[src/rtl/capp_pkg.sv]
// Shared constants and state encoding for the CAPP search/response controller.
package capp_pkg;

  localparam int CAPP_WORDS = 100;
  localparam int CAPP_WIDTH = 32;
  localparam int CAPP_IDX_W = $clog2(CAPP_WORDS);

  typedef enum logic [2:0] {
    IDLE,
    SETTLE,
    CAPTURE,
    RESOLVE,
    DONE
  } capp_state_e;

endpackage

[src/rtl/capp_search_ctrl_if.sv]
// Sequencer/consumer-facing bus of capp_search_ctrl.
// resp_count exists only when CAPP_RESP_COUNT_EN is defined.
interface capp_search_ctrl_if
  import capp_pkg::*;
#(
  parameter int WIDTH = CAPP_WIDTH,
  parameter int IDX_W = CAPP_IDX_W
);

  logic             start;
  logic [WIDTH-1:0] comparand;
  logic [WIDTH-1:0] mask;
  logic             busy;
  logic             done;
  logic             resp_valid;
  logic             resp_ready;
  logic [IDX_W-1:0] resp_index;
  logic             resp_last;
`ifdef CAPP_RESP_COUNT_EN
  logic [IDX_W:0]   resp_count;
`endif

  modport master (
    output start, comparand, mask, resp_ready,
`ifdef CAPP_RESP_COUNT_EN
    input  resp_count,
`endif
    input  busy, done, resp_valid, resp_index, resp_last
  );

  modport slave (
    input  start, comparand, mask, resp_ready,
`ifdef CAPP_RESP_COUNT_EN
    output resp_count,
`endif
    output busy, done, resp_valid, resp_index, resp_last
  );

endinterface

[src/rtl/capp_prio_enc.sv]
// Combinational lowest-set-bit finder over the responder vector.
module capp_prio_enc
  import capp_pkg::*;
#(
  parameter int WORDS = CAPP_WORDS,
  parameter int IDX_W = $clog2(WORDS)
) (
  input  logic [WORDS-1:0] vec,
  output logic [IDX_W-1:0] index,
  output logic             any,
  output logic             single
);

  // Scanning downwards lets the lowest set bit win.
  always_comb begin
    index = '0;
    for (int i = WORDS - 1; i >= 0; i--) begin
      if (vec[i]) index = IDX_W'(i);
    end
  end

  assign any    = |vec;
  assign single = any && ((vec & (vec - WORDS'(1))) == '0);

endmodule

[src/rtl/capp_search_ctrl.sv]
// Drives the array mismatch lines, captures responders, and streams their indices.
// Optional: define CAPP_RESP_COUNT_EN to add the resp_count popcount output.
module capp_search_ctrl
  import capp_pkg::*;
#(
  parameter int WORDS         = CAPP_WORDS,
  parameter int WIDTH         = CAPP_WIDTH,
  parameter int SETTLE_CYCLES = 2
) (
  input  logic                 clk,
  input  logic                 rst_n,
  capp_search_ctrl_if.slave    bus,
  output logic [2*WIDTH-1:0]   mismatch_lines,
  input  logic [WORDS-1:0]     match_lines
);

  localparam int IDX_W = $clog2(WORDS);
  localparam logic [3:0] SETTLE_INIT = 4'(SETTLE_CYCLES - 1);

  capp_state_e        state_q, state_d;
  logic [3:0]         cnt_q, cnt_d;
  logic [2*WIDTH-1:0] lines_q, lines_d;
  logic [WORDS-1:0]   resp_vec_q, resp_vec_d;
  logic [2*WIDTH-1:0] enc_lines;
  logic [IDX_W-1:0]   enc_idx;
  logic               enc_any;
  logic               enc_single;

  capp_prio_enc #(
    .WORDS (WORDS),
    .IDX_W (IDX_W)
  ) u_prio_enc (
    .vec    (resp_vec_q),
    .index  (enc_idx),
    .any    (enc_any),
    .single (enc_single)
  );

  // Line 2j flags words storing 0, line 2j+1 flags words storing 1.
  always_comb begin
    enc_lines = '0;
    for (int j = 0; j < WIDTH; j++) begin
      enc_lines[2*j]   = bus.mask[j] &  bus.comparand[j];
      enc_lines[2*j+1] = bus.mask[j] & ~bus.comparand[j];
    end
  end

  always_comb begin
    state_d    = state_q;
    cnt_d      = cnt_q;
    lines_d    = lines_q;
    resp_vec_d = resp_vec_q;
    case (state_q)
      IDLE: begin
        lines_d = '0;
        if (bus.start) begin
          lines_d = enc_lines;
          cnt_d   = SETTLE_INIT;
          state_d = SETTLE;
        end
      end
      SETTLE: begin
        if (cnt_q == '0) state_d = CAPTURE;
        else             cnt_d   = cnt_q - 4'd1;
      end
      CAPTURE: begin
        lines_d    = '0;
        resp_vec_d = ~match_lines;
        state_d    = (&match_lines) ? DONE : RESOLVE;
      end
      RESOLVE: begin
        if (bus.resp_ready && enc_any) begin
          for (int i = 0; i < WORDS; i++) begin
            if (IDX_W'(i) == enc_idx) resp_vec_d[i] = 1'b0;
          end
          if (enc_single) state_d = DONE;
        end
      end
      DONE:    state_d = IDLE;
      default: state_d = IDLE;
    endcase
  end

  always_ff @(posedge clk or negedge rst_n) begin
    if (!rst_n) begin
      state_q    <= IDLE;
      cnt_q      <= '0;
      lines_q    <= '0;
      resp_vec_q <= '0;
    end else begin
      state_q    <= state_d;
      cnt_q      <= cnt_d;
      lines_q    <= lines_d;
      resp_vec_q <= resp_vec_d;
    end
  end

  assign mismatch_lines = lines_q;
  assign bus.busy       = (state_q != IDLE);
  assign bus.done       = (state_q == DONE);
  assign bus.resp_valid = (state_q == RESOLVE) && enc_any;
  assign bus.resp_index = bus.resp_valid ? enc_idx : '0;
  assign bus.resp_last  = bus.resp_valid && enc_single;

`ifdef CAPP_RESP_COUNT_EN
  logic [IDX_W:0] count_q, count_d;

  // Count is loaded only in CAPTURE and otherwise holds for the consumer.
  always_comb begin
    count_d = count_q;
    if (state_q == CAPTURE) begin
      count_d = '0;
      for (int i = 0; i < WORDS; i++) begin
        count_d = count_d + (IDX_W+1)'(!match_lines[i]);
      end
    end
  end

  always_ff @(posedge clk or negedge rst_n) begin
    if (!rst_n) count_q <= '0;
    else        count_q <= count_d;
  end

  assign bus.resp_count = count_q;
`endif

endmodule

[src/flat_wrapper.sv]
// flat-port wrapper written by rule: the top's interface ports become plain ports
module capp_search_ctrl_flat import capp_pkg::*;
#(
  parameter int WORDS         = CAPP_WORDS,
  parameter int WIDTH         = CAPP_WIDTH,
  parameter int SETTLE_CYCLES = 2
)
  (clk, rst_n, mismatch_lines, match_lines, bus_start, bus_comparand, bus_mask, bus_resp_ready, bus_busy, bus_done, bus_resp_valid, bus_resp_index, bus_resp_last);
  capp_search_ctrl_if #(.WIDTH(WIDTH)) bus_i ();
  input  logic clk;
  input  logic rst_n;
  output logic [2*WIDTH-1:0] mismatch_lines;
  input  logic [WORDS-1:0] match_lines;
  input wire logic [$bits(bus_i.start)-1:0] bus_start;
  input wire logic [$bits(bus_i.comparand)-1:0] bus_comparand;
  input wire logic [$bits(bus_i.mask)-1:0] bus_mask;
  input wire logic [$bits(bus_i.resp_ready)-1:0] bus_resp_ready;
  output wire logic [$bits(bus_i.busy)-1:0] bus_busy;
  output wire logic [$bits(bus_i.done)-1:0] bus_done;
  output wire logic [$bits(bus_i.resp_valid)-1:0] bus_resp_valid;
  output wire logic [$bits(bus_i.resp_index)-1:0] bus_resp_index;
  output wire logic [$bits(bus_i.resp_last)-1:0] bus_resp_last;
  assign bus_i.start = bus_start;
  assign bus_i.comparand = bus_comparand;
  assign bus_i.mask = bus_mask;
  assign bus_i.resp_ready = bus_resp_ready;
  assign bus_busy = bus_i.busy;
  assign bus_done = bus_i.done;
  assign bus_resp_valid = bus_i.resp_valid;
  assign bus_resp_index = bus_i.resp_index;
  assign bus_resp_last = bus_i.resp_last;
  capp_search_ctrl #(.WORDS(WORDS), .WIDTH(WIDTH), .SETTLE_CYCLES(SETTLE_CYCLES)) u_core (.clk(clk), .rst_n(rst_n), .bus(bus_i), .mismatch_lines(mismatch_lines), .match_lines(match_lines));
endmodule
[config.mk]
export PLATFORM = sky130hd
export DESIGN_NAME = capp_search_ctrl_flat
export DESIGN_NICKNAME = d
export VERILOG_FILES = /design/src/rtl/capp_pkg.sv /design/src/rtl/capp_search_ctrl_if.sv /design/src/rtl/capp_prio_enc.sv /design/src/rtl/capp_search_ctrl.sv /design/src/flat_wrapper.sv
export SDC_FILE = /design/constraint.sdc
export NUM_CORES = 1
export LEC_CHECK = 0
export CORE_UTILIZATION = 40
export DETAILED_ROUTE_END_ITERATION = 6
export GPL_ROUTABILITY_DRIVEN = 0
export GPL_TIMING_DRIVEN = 0
export PLACE_DENSITY = 0.66
export SETUP_SLACK_MARGIN = 0.2
export SKIP_CTS_REPAIR_TIMING = 1
export SLEW_MARGIN = 0
export SYNTH_ARGS = -nofsm -noshare
export SYNTH_HDL_FRONTEND = slang
export SYNTH_SLANG_ARGS = --single-unit
[constraint.sdc]
create_clock -name clk -period 5 [get_ports clk]
set_clock_uncertainty 0.2 [all_clocks]
set_input_delay 1 -clock clk [delete_from_list [all_inputs] [get_ports clk]]
set_output_delay 1 -clock clk [all_outputs]
set_load 0.03 [all_outputs]
==> flow_summary.toml <==
[place]
io_buffer_count = 242
dp_hpwl_mm = 33.45
placed_cells = 1807

[grt]
antenna_found_initial = 0
grt_pass1_wl_mm = 67.29
gr-total-overflow = 0
grt.total_usage_pct = 33.73
grt_pass1_vias = 11398
grt_max_degree = 88

[detailed_routing]
drt_iter0_markers = 1680
via_per_inst = 6.547
wirelength_mm = 45.24
ant_nets = 0
wl_per_cell_um = 24.15
drc_errors = 1
firstDrtPassIters = 7
num_vias = 12263

[floorplan]
die_w_um = 162.1
core_area_um2 = 25180
die_h_um = 162.1
io_pins = 243
dieArea_um2 = 26280
rows = 58
start_util_pct = 40.72

[worst_hold_path]
hold_class = "register to register"
hold_path.startpoint = "u_core.mismatch_lines[35]"

[synth]
syn_avg_cell_area_um2 = 8.309
synth-edff-count = 0
ys_types = 73
synth_seq_cells = 171
syn_inst = 1234
syn_nets = 1404
netlist_area_um2 = 10250
synth_seq_area_share_pct = 41.73
ys_warn_count = 0
synth-async-reset-ratio_pct = 100.0
dominantRegCellSynth = "dfrtp_1"

[cells_and_area]
fill_cells = 2340
final_layout_size_suffix_gt1_share_pct = 10.43
syn2layout_area_growth_pct = 39.69
n_antenna_cell = 0
final_cell_mix = "clkdlybuf4s50_1 (232), dfrtp_1 (169), nor2_1 (164)"
layout_commonest_cell = "clkdlybuf4s50_1"
layout.cells.non_filler = 1873
nNetsFinal = 1700

[clocking]
cts_buffers = 17
cts_tree = "yes"
root_buffer = "clkbuf_16"
path_clk_slew_ns = 0.07
clk_path_buf_depth = 2
insertion_delay_ns = 0.45
cts.sink_count = 171
cts_htree_levels = 4

[worst_setup_path]
path_buf_inv = 3
endpoint_kind = "primary output"
required_ns = 3.80
cp-start-kind = "register"
crit_family = "simple AND/OR/NAND/NOR gates"
crit_path_top_delay_cell = "or4_4"
path_cells = "clkbuf_2 -> or4_4 -> nor4_4 -> buf_4 -> nand4_1 -> or4_4 -> a22oi_1 -> nand4_1 -> nor4_4 -> o2111a_2 -> and3_4 -> buf_6"
crit_type = "register to primary output"
cp_slowest_stage_delay_ns = 0.60
cp_max_fo = 9
reg2reg_from = "u_core.resp_vec_q[49]"
cp-startpoint = "u_core.resp_vec_q[44]"
arrival_ns = 4.25

[sta]
final.setup.tns_ns = -0.4453
fin_crit_sh_pct = 108.9
slew_violations = 0
setup_viol = 1
tightest_slew_ns = 1.118
finalWorstSetupSlack_ns = -0.4453
maxSlewHeadroom_pct = 25.48
rsz0062_at_grt = "true"
fmax_mhz = 183.6
final_hold_viol_count = 0
period_needed_ns = 5.445

[power_and_ir_drop]
p_leak_nw = 5.177
p_per_area_nw_per_um2 = 508.9
vdd_drop_max_uv = 246.1

[status]
status = "finished, violations left"
violations = "design-rule violations, negative setup slack"

[job]
maxCapViolCount = 0
-- worst min-delay path: stages (launching register included) --
cell     delay (ns)
dfrtp_1        0.34
nand2_1        0.04
o21ai_0        0.06
-- path summary, 6_finish.rpt --
path | to | slack, ns | cells after the start
setup / recovery | bus_resp_last | -0.45 | 12
hold / removal | u_core.mismatch_lines[35] | 0.28 | 2
setup reg to reg | u_core.resp_vec_q[33] | 0.67 | 9
hold reg to reg | u_core.mismatch_lines[35] | 0.28 | 2
max in group asynchronous | u_core.resp_vec_q[17] | 3.39 | 2
min in group asynchronous | u_core.resp_vec_q[59] | 0.30 | 1
-- metal layers --
layer | track usage (%) | wire length, um | part of all wire [%] | up-vias
met5 | 0 | 0 | 0 | -
met4 | 15.44 | 2365 | 5.2 | 0
met3 | 8.555 | 4997 | 11 | 163
met2 | 51.99 | 20090 | 44 | 810
met1 | 44.41 | 17790 | 39 | 5953
li1 | - | - | - | 5337
-- cell usage after synthesis, drive strengths merged, types with 8 or more instances --
master,count,share of area [%]
a2111oi,12,1.3
a21oi,74,3.6
a221oi,63,5.4
a32o,32,3.1
and3,14,0.88
buf,13,0.68
clkbuf,78,2.9
dfrtp,171,42
inv,28,1.0
nand2,136,5.0
nand3,26,1.4
nand4,50,3.1
nor2,168,6.2
nor3,24,1.2
nor4,56,3.6
o21ai,110,5.4
o31ai,21,1.5
o41ai,8,0.68
or3,9,0.60
or4,31,2.3
-- metrics by stage --
| step | total power [mW] | util [%] | hold slack, ns | instance area [um^2] | setup slack (ns) |
|---|---|---|---|---|---|
| 2_1_floorplan | 4.227 | - | 0.2884 | 10260 | 0.2166 |
| 3_3_place_gp | 5.541 | 51.99 | 0.2631 | 13090 | -4.547 |
| 3_5_place_dp | 5.585 | 52.12 | 0.2712 | 13130 | -1.111 |
| 4_1_cts | 6.973 | 54.50 | 0.2869 | 13720 | -1.664 |
| 5_1_grt | 7.612 | 56.88 | 0.2999 | 14320 | -0.5940 |
| 6_report | 7.289 | 56.88 | 0.2817 | 14320 | -0.4453 |
-- flip-flops by register name, indices dropped and copies added, names as in the netlist --
signal and flops:
u_core.mismatch_lines 64, u_core.resp_vec_q 100, u_core.cnt_q 4, u_core.state_q 3
-- power by group --
part	leakage, nW	total, mW	internal (mW)	switching, mW
combinational	2.83	3.40	1.19	2.21
sequential	2.06	2.51	1.87	0.642
clock	0.290	1.38	0.677	0.705
-- cell type report --
type	instances	area [um^2]	share of cell area [%]
clock buffers	17	425.4	2.970
flip-flops and latches	171	4282	29.89
multi-input cells	944	5793	40.44
repair buffers	277	2730	19.06
well taps	330	412.9	2.883
plain buffers	91	401.6	2.804
inverters	28	105.1	0.7338
clock inverters	15	173.9	1.214
-- cells by family after synthesis --
logic type,count (synthesis),synth area share [%]
AO/OA/AOI/OAI,390,26.52
adder cells (fa/ha/maj),3,0.3416
buffers and inverters,119,4.564
flip-flops,171,41.73
AND/OR/NAND/NOR,551,26.85
Power figures use the tool's default switching activity.
